<file path="config.mk">
export PLATFORM = sky130hd
export DESIGN_NAME = task_dispatch_queue
export DESIGN_NICKNAME = d
export VERILOG_FILES = /design/src/rtl/task_dispatch_queue.sv
export SDC_FILE = /design/constraint.sdc
export NUM_CORES = 1
export LEC_CHECK = 0
export ABC_AREA = 1
export CORE_UTILIZATION = 55
export CTS_BUF_LIST = sky130_fd_sc_hd__clkbuf_2 sky130_fd_sc_hd__clkbuf_4 sky130_fd_sc_hd__clkbuf_8
export DETAILED_ROUTE_END_ITERATION = 8
export PLACE_DENSITY = 0.76
export SETUP_SLACK_MARGIN = 0.05
export SLEW_MARGIN = 5
export SYNTH_ARGS = -nofsm -noshare
export SYNTH_HDL_FRONTEND = slang
export SYNTH_SLANG_ARGS = --single-unit
</file>
<file path="constraint.sdc">
create_clock -name clk -period 7.6 [get_ports clk]
set_input_delay 1.52 -clock clk [delete_from_list [all_inputs] [get_ports clk]]
set_output_delay 1.52 -clock clk [all_outputs]
set_load 0.01 [all_outputs]
</file>
<file path="src/rtl/task_dispatch_queue.sv">
// task_dispatch_queue: circular task FIFO dispatching to two cores with busy timers; DISPATCH_STATS_EN adds cnt_a/cnt_b
module task_dispatch_queue #(
  parameter int DEPTH = 8,
  parameter int TW = 8
) (
  input  logic                    clk,
  input  logic                    rst,
  input  logic                    push_valid,
  output logic                    push_ready,
  input  logic [TW-1:0]           push_task,
  output logic                    task_ready,
  output logic [TW-1:0]           head_task,
  input  logic                    assign_to_a,
  input  logic                    assign_to_b,
  output logic                    core_a_busy,
  output logic                    core_b_busy,
  output logic                    disp_a_valid,
  output logic                    disp_b_valid,
  output logic [TW-5:0]           disp_id,
`ifdef DISPATCH_STATS_EN
  output logic [15:0]             cnt_a,
  output logic [15:0]             cnt_b,
`endif
  output logic [$clog2(DEPTH):0]  level
);
  localparam int AW = $clog2(DEPTH);
  logic [TW-1:0] mem [DEPTH];
  logic [AW-1:0] wr_ptr, rd_ptr, rd_next;
  logic [AW:0] level_next;
  logic [3:0] ctr_a, ctr_b, ctr_a_next, ctr_b_next, dur;
  logic push, pop, pop_a, pop_b;
  logic [TW-1:0] head_next;
  always_comb begin
    push = push_valid && push_ready;
    pop_a = task_ready && assign_to_a && !core_a_busy;
    pop_b = task_ready && assign_to_b && !core_b_busy && !pop_a;
    pop = pop_a || pop_b;
    dur = head_task[3:0] == 4'd0 ? 4'd1 : head_task[3:0];
    rd_next = rd_ptr + AW'(pop);
    level_next = level + (AW+1)'(push) - (AW+1)'(pop);
    head_next = level_next == '0 ? head_task :
                (level == (AW+1)'(pop) && push) ? push_task : mem[rd_next];
    ctr_a_next = pop_a ? dur : ctr_a - 4'(ctr_a != 4'd0);
    ctr_b_next = pop_b ? dur : ctr_b - 4'(ctr_b != 4'd0);
  end
  always_ff @(posedge clk) begin
    if (push && !rst) mem[wr_ptr] <= push_task;
  end
  always_ff @(posedge clk) begin
    if (rst) begin
      wr_ptr <= '0;
      rd_ptr <= '0;
      level <= '0;
      push_ready <= 1'b0;
      task_ready <= 1'b0;
      head_task <= '0;
      ctr_a <= 4'd0;
      ctr_b <= 4'd0;
      core_a_busy <= 1'b0;
      core_b_busy <= 1'b0;
      disp_a_valid <= 1'b0;
      disp_b_valid <= 1'b0;
      disp_id <= '0;
    end else begin
      wr_ptr <= wr_ptr + AW'(push);
      rd_ptr <= rd_next;
      level <= level_next;
      push_ready <= level_next != (AW+1)'(DEPTH);
      task_ready <= level_next != '0;
      head_task <= head_next;
      ctr_a <= ctr_a_next;
      ctr_b <= ctr_b_next;
      core_a_busy <= ctr_a_next != 4'd0;
      core_b_busy <= ctr_b_next != 4'd0;
      disp_a_valid <= pop_a;
      disp_b_valid <= pop_b;
      if (pop) disp_id <= head_task[TW-1:4];
    end
  end
`ifdef DISPATCH_STATS_EN
  always_ff @(posedge clk) begin
    if (rst) begin
      cnt_a <= 16'd0;
      cnt_b <= 16'd0;
    end else begin
      cnt_a <= cnt_a + 16'(pop_a && cnt_a != 16'hffff);
      cnt_b <= cnt_b + 16'(pop_b && cnt_b != 16'hffff);
    end
  end
`endif
endmodule

</file>
=== Word level (Yosys, flattened, before mapping) ===
Memories as Yosys holds them, arrays and structs flattened.
Index checks and enable logic that the tools add are counted.

* Memories kept: 1
* Flip-flop bits (word level): 36
* Output and inout bits: 22
* Logic and storage cells: 48
* Bits in writable memories: 64

* Equality and inequality tests: 2
* Muxes and demuxes: 6
* $add $sub $neg: 6
* Reduce and logical (&&, ||, !) cells: 20

{| class="wikitable"
|+ Memories
! name !! depth !! bits a word !! rd ports !! clocked after Yosys merged registers in !! write ports !! RTL line !! RTL
|-
| mem || 8 || 8 || 1 || 0 || 1 || 27 || <nowiki>logic [TW-1:0] mem [DEPTH];</nowiki>
|}

{| class="wikitable"
|+ Operator list
! kind !! count
|-
| 4-bit nonzero test || 5
|-
| 4-bit 2-to-1 mux || 3
|-
| 4-bit by 1-bit subtractor with 4-bit output || 3
|-
| 1-bit logical AND || 8
|-
| 4-bit logical NOT || 2
|-
| 8-bit 2-to-1 mux || 1
|-
| 3-bit by 1-bit adder with 3-bit output || 2
|-
| 4-bit by 1-bit adder with 4-bit output || 1
|-
| 4-bit by 1-bit == test with 1-bit output || 1
|-
| 1-bit logical NOT || 4
|-
| 4-bit inequality test (second input constant) || 1
|-
| 1-bit 2-to-1 mux || 2
|-
| 1-bit logical OR || 1
|}

=== Longest topological paths before layout ===
* Word-level depth: 8
* Mapped depth: 16
* Depth with buffers taken out: 16

=== Worst setup path before layout ===
No wires, ideal clock.

* Path kind: input-to-reg
* From: input port assign_to_b
* To: register head_task[3]
* Setup slack: 4.105 ns
* Buffers on the path: 0
* Setup time: 0.113 ns
* Required time: 7.487 ns
* Arrival: 3.382 ns
* Cell stages on the path: 15
* Cell sequence: nand3_2 nand2_2 inv_1 nand2_1 nand2_1 ha_1 fa_1 inv_1 nand2_1 nor2_2 nand3_2 nand2_1 inv_2 nand3_1 nand2_1

* Elaborated cells on any way between the ends: 11

{| class="wikitable"
|+ RTL lines
! item !! RTL line !! RTL
|-
| start: declaration || 14 || <nowiki>input logic assign_to_b,</nowiki>
|-
| 1-bit logical AND (3 in series) || 36 || <nowiki>pop_b = task_ready && assign_to_b && !core_b_busy && !pop_a;</nowiki>
|-
| 1-bit logical OR || 37 || <nowiki>pop = pop_a || pop_b;</nowiki>
|-
| 4-bit by 1-bit subtractor with 4-bit output || 40 || <nowiki>level_next = level + (AW+1)'(push) - (AW+1)'(pop);</nowiki>
|-
| via level_next[1] || 29 || <nowiki>logic [AW:0] level_next;</nowiki>
|-
| 4-bit logical NOT || 41 || <nowiki>head_next = level_next == '0 ? head_task :</nowiki>
|-
| end signal: assignment || 70 || <nowiki>head_task <= head_next;</nowiki>
|-
| end: declaration || 12 || <nowiki>output logic [TW-1:0] head_task,</nowiki>
|}

The timed path passes the listed nets, and every way through them passes these cells.
A chain may end at the register's enable or synchronous reset.

=== Final worst setup path ===
* From: input port assign_to_a
* To: register head_task[3]

* Word-level cells in the longest chain between the ends: 8
* Elaborated cells on any way between the ends: 12

{| class="wikitable"
|+ Ends and longest elaborated chain
! item !! RTL line !! RTL
|-
| start: declaration || 13 || <nowiki>input logic assign_to_a,</nowiki>
|-
| 1-bit logical AND (*) (2 in series) || 35 || <nowiki>pop_a = task_ready && assign_to_a && !core_a_busy;</nowiki>
|-
| 1-bit logical NOT || 36 ||
|-
| 1-bit logical AND || 36 ||
|-
| 1-bit logical OR (*) || 37 ||
|-
| 3-bit by 1-bit adder with 3-bit output / 4-bit by 1-bit == test with 1-bit output (equally long branches) || 39, 42 ||
|-
| memory 8 x 8 bit / 1-bit logical AND (equally long branches) || n/a ||
|-
| 8-bit 2-to-1 mux || 42 || <nowiki>(level == (AW+1)'(pop) && push) ? push_task : mem[rd_next];</nowiki>
|}

Every way passes the cells marked *; elsewhere a longest branch is shown, timed or not.

==> impl_metrics.json <==
{
  "status": "completed",
  "critPathLaunchType": "input port",
  "yosysWarnings": 0,
  "globalRouteOverflowTotal": 0,
  "p_leak_uw": 0.001973,
  "clock-sinks": 100,
  "ys_seq_area_share_pct": 60.62,
  "grt_pass1_wl_um": 14290,
  "antenna_found_initial": 0,
  "r2r_end": "head_task[3]$_SDFFE_PP0P_",
  "grt_max_degree": 34,
  "dp_hpwl_um": 5835,
  "drive_above_1_share_pct": 7.128,
  "drtIter0Drc": 204,
  "worstPathMaxFanout": 11,
  "die_w_um": 91.03,
  "ir_drop_v": 0.0001881,
  "drv_slew": 0,
  "design_area_um2": 4940,
  "clk_path_buf_depth": 2,
  "cts_hold_buf": 0,
  "cts_setup_buffers": 0,
  "relSlewSlack_pct": 34.48,
  "critPathArrivalTime_ns": 4.35,
  "cts_tree": "yes",
  "min_path_cells": 2,
  "synthCells": 442,
  "clockRootBuffer": "clkbuf_8",
  "crit_path_end": "head_task[3]$_SDFFE_PP0P_",
  "gp_congestion": 0.9036,
  "cts_htree_levels": 3,
  "startpoint": "assign_to_a",
  "cpMostUsedCell": "nand2_1",
  "dieArea_um2": 8286,
  "slowest_stage": "clkdlybuf4s50_1",
  "syn-num-nets": 468,
  "vias_per_cell": 5.238,
  "clkSlewWorstSetupHoldPaths_ns": 0.10,
  "clkLatencyLatePin_ns": 0.36,
  "rows": 32,
  "setup_viol": 0,
  "power_density_nw_per_um2": 375.3,
  "path_depth": 15,
  "rsz0062_at_grt": "no",
  "fmax_ghz": 0.2440,
  "hold_violations": 0,
  "antenna_cells": 0,
  "crit_path_end_kind": "flip-flop",
  "route.detailed.drc": 0,
  "place_area_um2": 4733,
  "ys_seq_elements": 100,
  "path_delay_family": "simple AND/OR/NAND/NOR gates",
  "area_growth_syn_to_layout_pct": 13.32,
  "r2r_slack_ns": 4.69,
  "hold_path_class": "flip-flop to flip-flop",
  "vias": 3033,
  "worstSetupPathType": "input port to flip-flop",
  "io_pins": 35,
  "rr_worst_depth": 14,
  "grt_usage_pct": 22.67,
  "drt_pass1_iterations": 4,
  "slowest_delay_ns": 0.47,
  "netlist_area_um2": 4359,
  "worstPathRequired_ns": 7.86,
  "final_nets": 498,
  "cts_resized": 0,
  "regToRegStartpoint": "task_ready$_SDFF_PP0_",
  "fin_crit_sh_pct": 53.93,
  "final_cell_mix": "nand2_1 (98), edfxtp_1 (64), nor2_1 (62)",
  "fin_crit_ns": 4.098,
  "post_drt_wl_per_cell_um": 14.87,
  "worst_pin_slew_ns": 0.9792,
  "path_buf_inv": 3,
  "final_common_cell": "nand2_1",
  "drv_cap": 0,
  "fin_tns_setup_ns": 0,
  "die_h_um": 91.03,
  "drt_wl_total_um": 8610,
  "synth.distinct_cells": 35,
  "numCtsBuffers": 9,
  "portBuffers": 34,
  "grt_pass1_vias": 2968,
  "antenna_left": 0,
  "synth_area_per_cell_um2": 9.862,
  "crit_chain": "clkdlybuf4s50_1, nand3_2, nand2_2, inv_1, nand2_1, nand2_1, ha_1, fa_1, xor2_1, nor2_2, nand3_2, nand2_1, inv_2, nand3_1, nand2_1",
  "start_util_pct": 56.71,
  "skew_ns": 0.008032,
  "core_um2": 7687
}
[synth_stat cells]
master	count	area share (%)
a31oi_1	2	0.29
nand3_1	37	4.2
clkbuf_1	2	0.17
inv_1	38	3.3
o21a_1	1	0.17
fa_1	1	0.46
o21ai_1	11	1.3
clkbuf_8	1	0.32
o21ai_0	22	2.5
inv_2	5	0.43
buf_6	2	0.52
nand2_2	1	0.14
and2_1	1	0.14
buf_2	10	1.1
xor2_1	3	0.60
o211ai_1	1	0.17
dfxtp_1	36	17
xor2_2	1	0.37
edfxtp_1	64	44
or2_1	3	0.43
clkbuf_4	1	0.17
nor2_2	2	0.29
xnor2_1	2	0.40
nor2_8	1	0.46
nand3b_1	1	0.17
nand3_2	3	0.69
ha_1	12	3.4
or2_0	1	0.14
nor2_1	62	5.3
nand2_4	1	0.26
a21oi_1	5	0.57
xnor2_2	1	0.37
nand2_1	98	8.4
nand4_1	8	1.1
nand3_4	2	0.80
[per-layer routing]
layer / wire length (um) / track usage (%)
met1: 3821 / 28.32
met2: 4283 / 38.38
met3: 333 / 4.104
met4: 171 / 10.32
met5: 0 / 0
[report_power, final]
| group | leakage, uW | total, uW | internal [uW] | switching [uW] |
|---|---|---|---|---|
| clock network | 0.0000984 | 347 | 157 | 189 |
| registers | 0.000874 | 698 | 652 | 46.8 |
| logic | 0.00100 | 809 | 300 | 509 |
[flip-flops by register name, summed over array words and instances, names as in the netlist]
signal / cells
disp_a_valid: 1
task_ready: 1
head_task: 8
wr_ptr: 3
core_b_busy: 1
level: 4
core_a_busy: 1
ctr_a: 4
push_ready: 1
mem: 64
rd_ptr: 3
disp_b_valid: 1
disp_id: 4
ctr_b: 4
[logic make-up after synthesis]
kind of cell | after synthesis | synth area share, %
AOI/OAI and AO/OA | 42 | 4.994
xor gates and xnor gates | 7 | 1.751
adders and majority gates | 13 | 3.903
buffers and inverters | 59 | 6.028
DFF | 100 | 60.62
and+or+nand+nor | 221 | 22.70
[worst min path at each step]
stage,start,end,slack [ns]
global placement,disp_id[0]$_SDFFE_PP0P_,disp_id[0]$_SDFFE_PP0P_,0.50
finish,head_task[4]$_SDFFE_PP0P_,head_task[4]$_SDFFE_PP0P_,0.52
CTS,head_task[4]$_SDFFE_PP0P_,head_task[4]$_SDFFE_PP0P_,0.52
floorplan,head_task[2]$_SDFFE_PP0P_,head_task[2]$_SDFFE_PP0P_,0.50
global route,head_task[4]$_SDFFE_PP0P_,head_task[4]$_SDFFE_PP0P_,0.53
detailed placement,disp_id[2]$_SDFFE_PP0P_,disp_id[2]$_SDFFE_PP0P_,0.50
[worst reg2reg max path, delay by kind of cell, from the launching register on]
kind,cells,cell delay [ns]
xor+xnor,1,0.20
fa+ha+maj,2,0.59
buf+inv,2,0.21
flops,1,0.42
simple gates,9,1.40
[cell type report]
| type | count | area, um^2 |
|---|---|---|
| sequential | 100 | 2643 |
| tap | 102 | 127.6 |
| inverter | 43 | 161.4 |
| multi-input combinational | 283 | 1454 |
| clock buffer | 9 | 123.9 |
| timing repair buffer | 35 | 347.8 |
| fill | 627 | 2748 |
| clock inverter | 7 | 82.58 |
[stage by stage]
| stage | setup slack [ns] | hold slack (ns) | total power [uW] | util, % | cells |
|---|---|---|---|---|---|
| after floorplan | 4.105 | 0.5039 | 1294 | - | 442 |
| after global placement | 3.309 | 0.5026 | 1494 | 61.57 | 563 |
| after detailed placement | 3.126 | 0.5021 | 1518 | 61.57 | 563 |
| after CTS | 3.523 | 0.5166 | 1864 | 64.26 | 579 |
| after global routing | 3.257 | 0.5324 | 1995 | 64.26 | 579 |
| final | 3.502 | 0.5173 | 1854 | 64.26 | 579 |
Note: power is estimated with default switching activity, not from simulation.
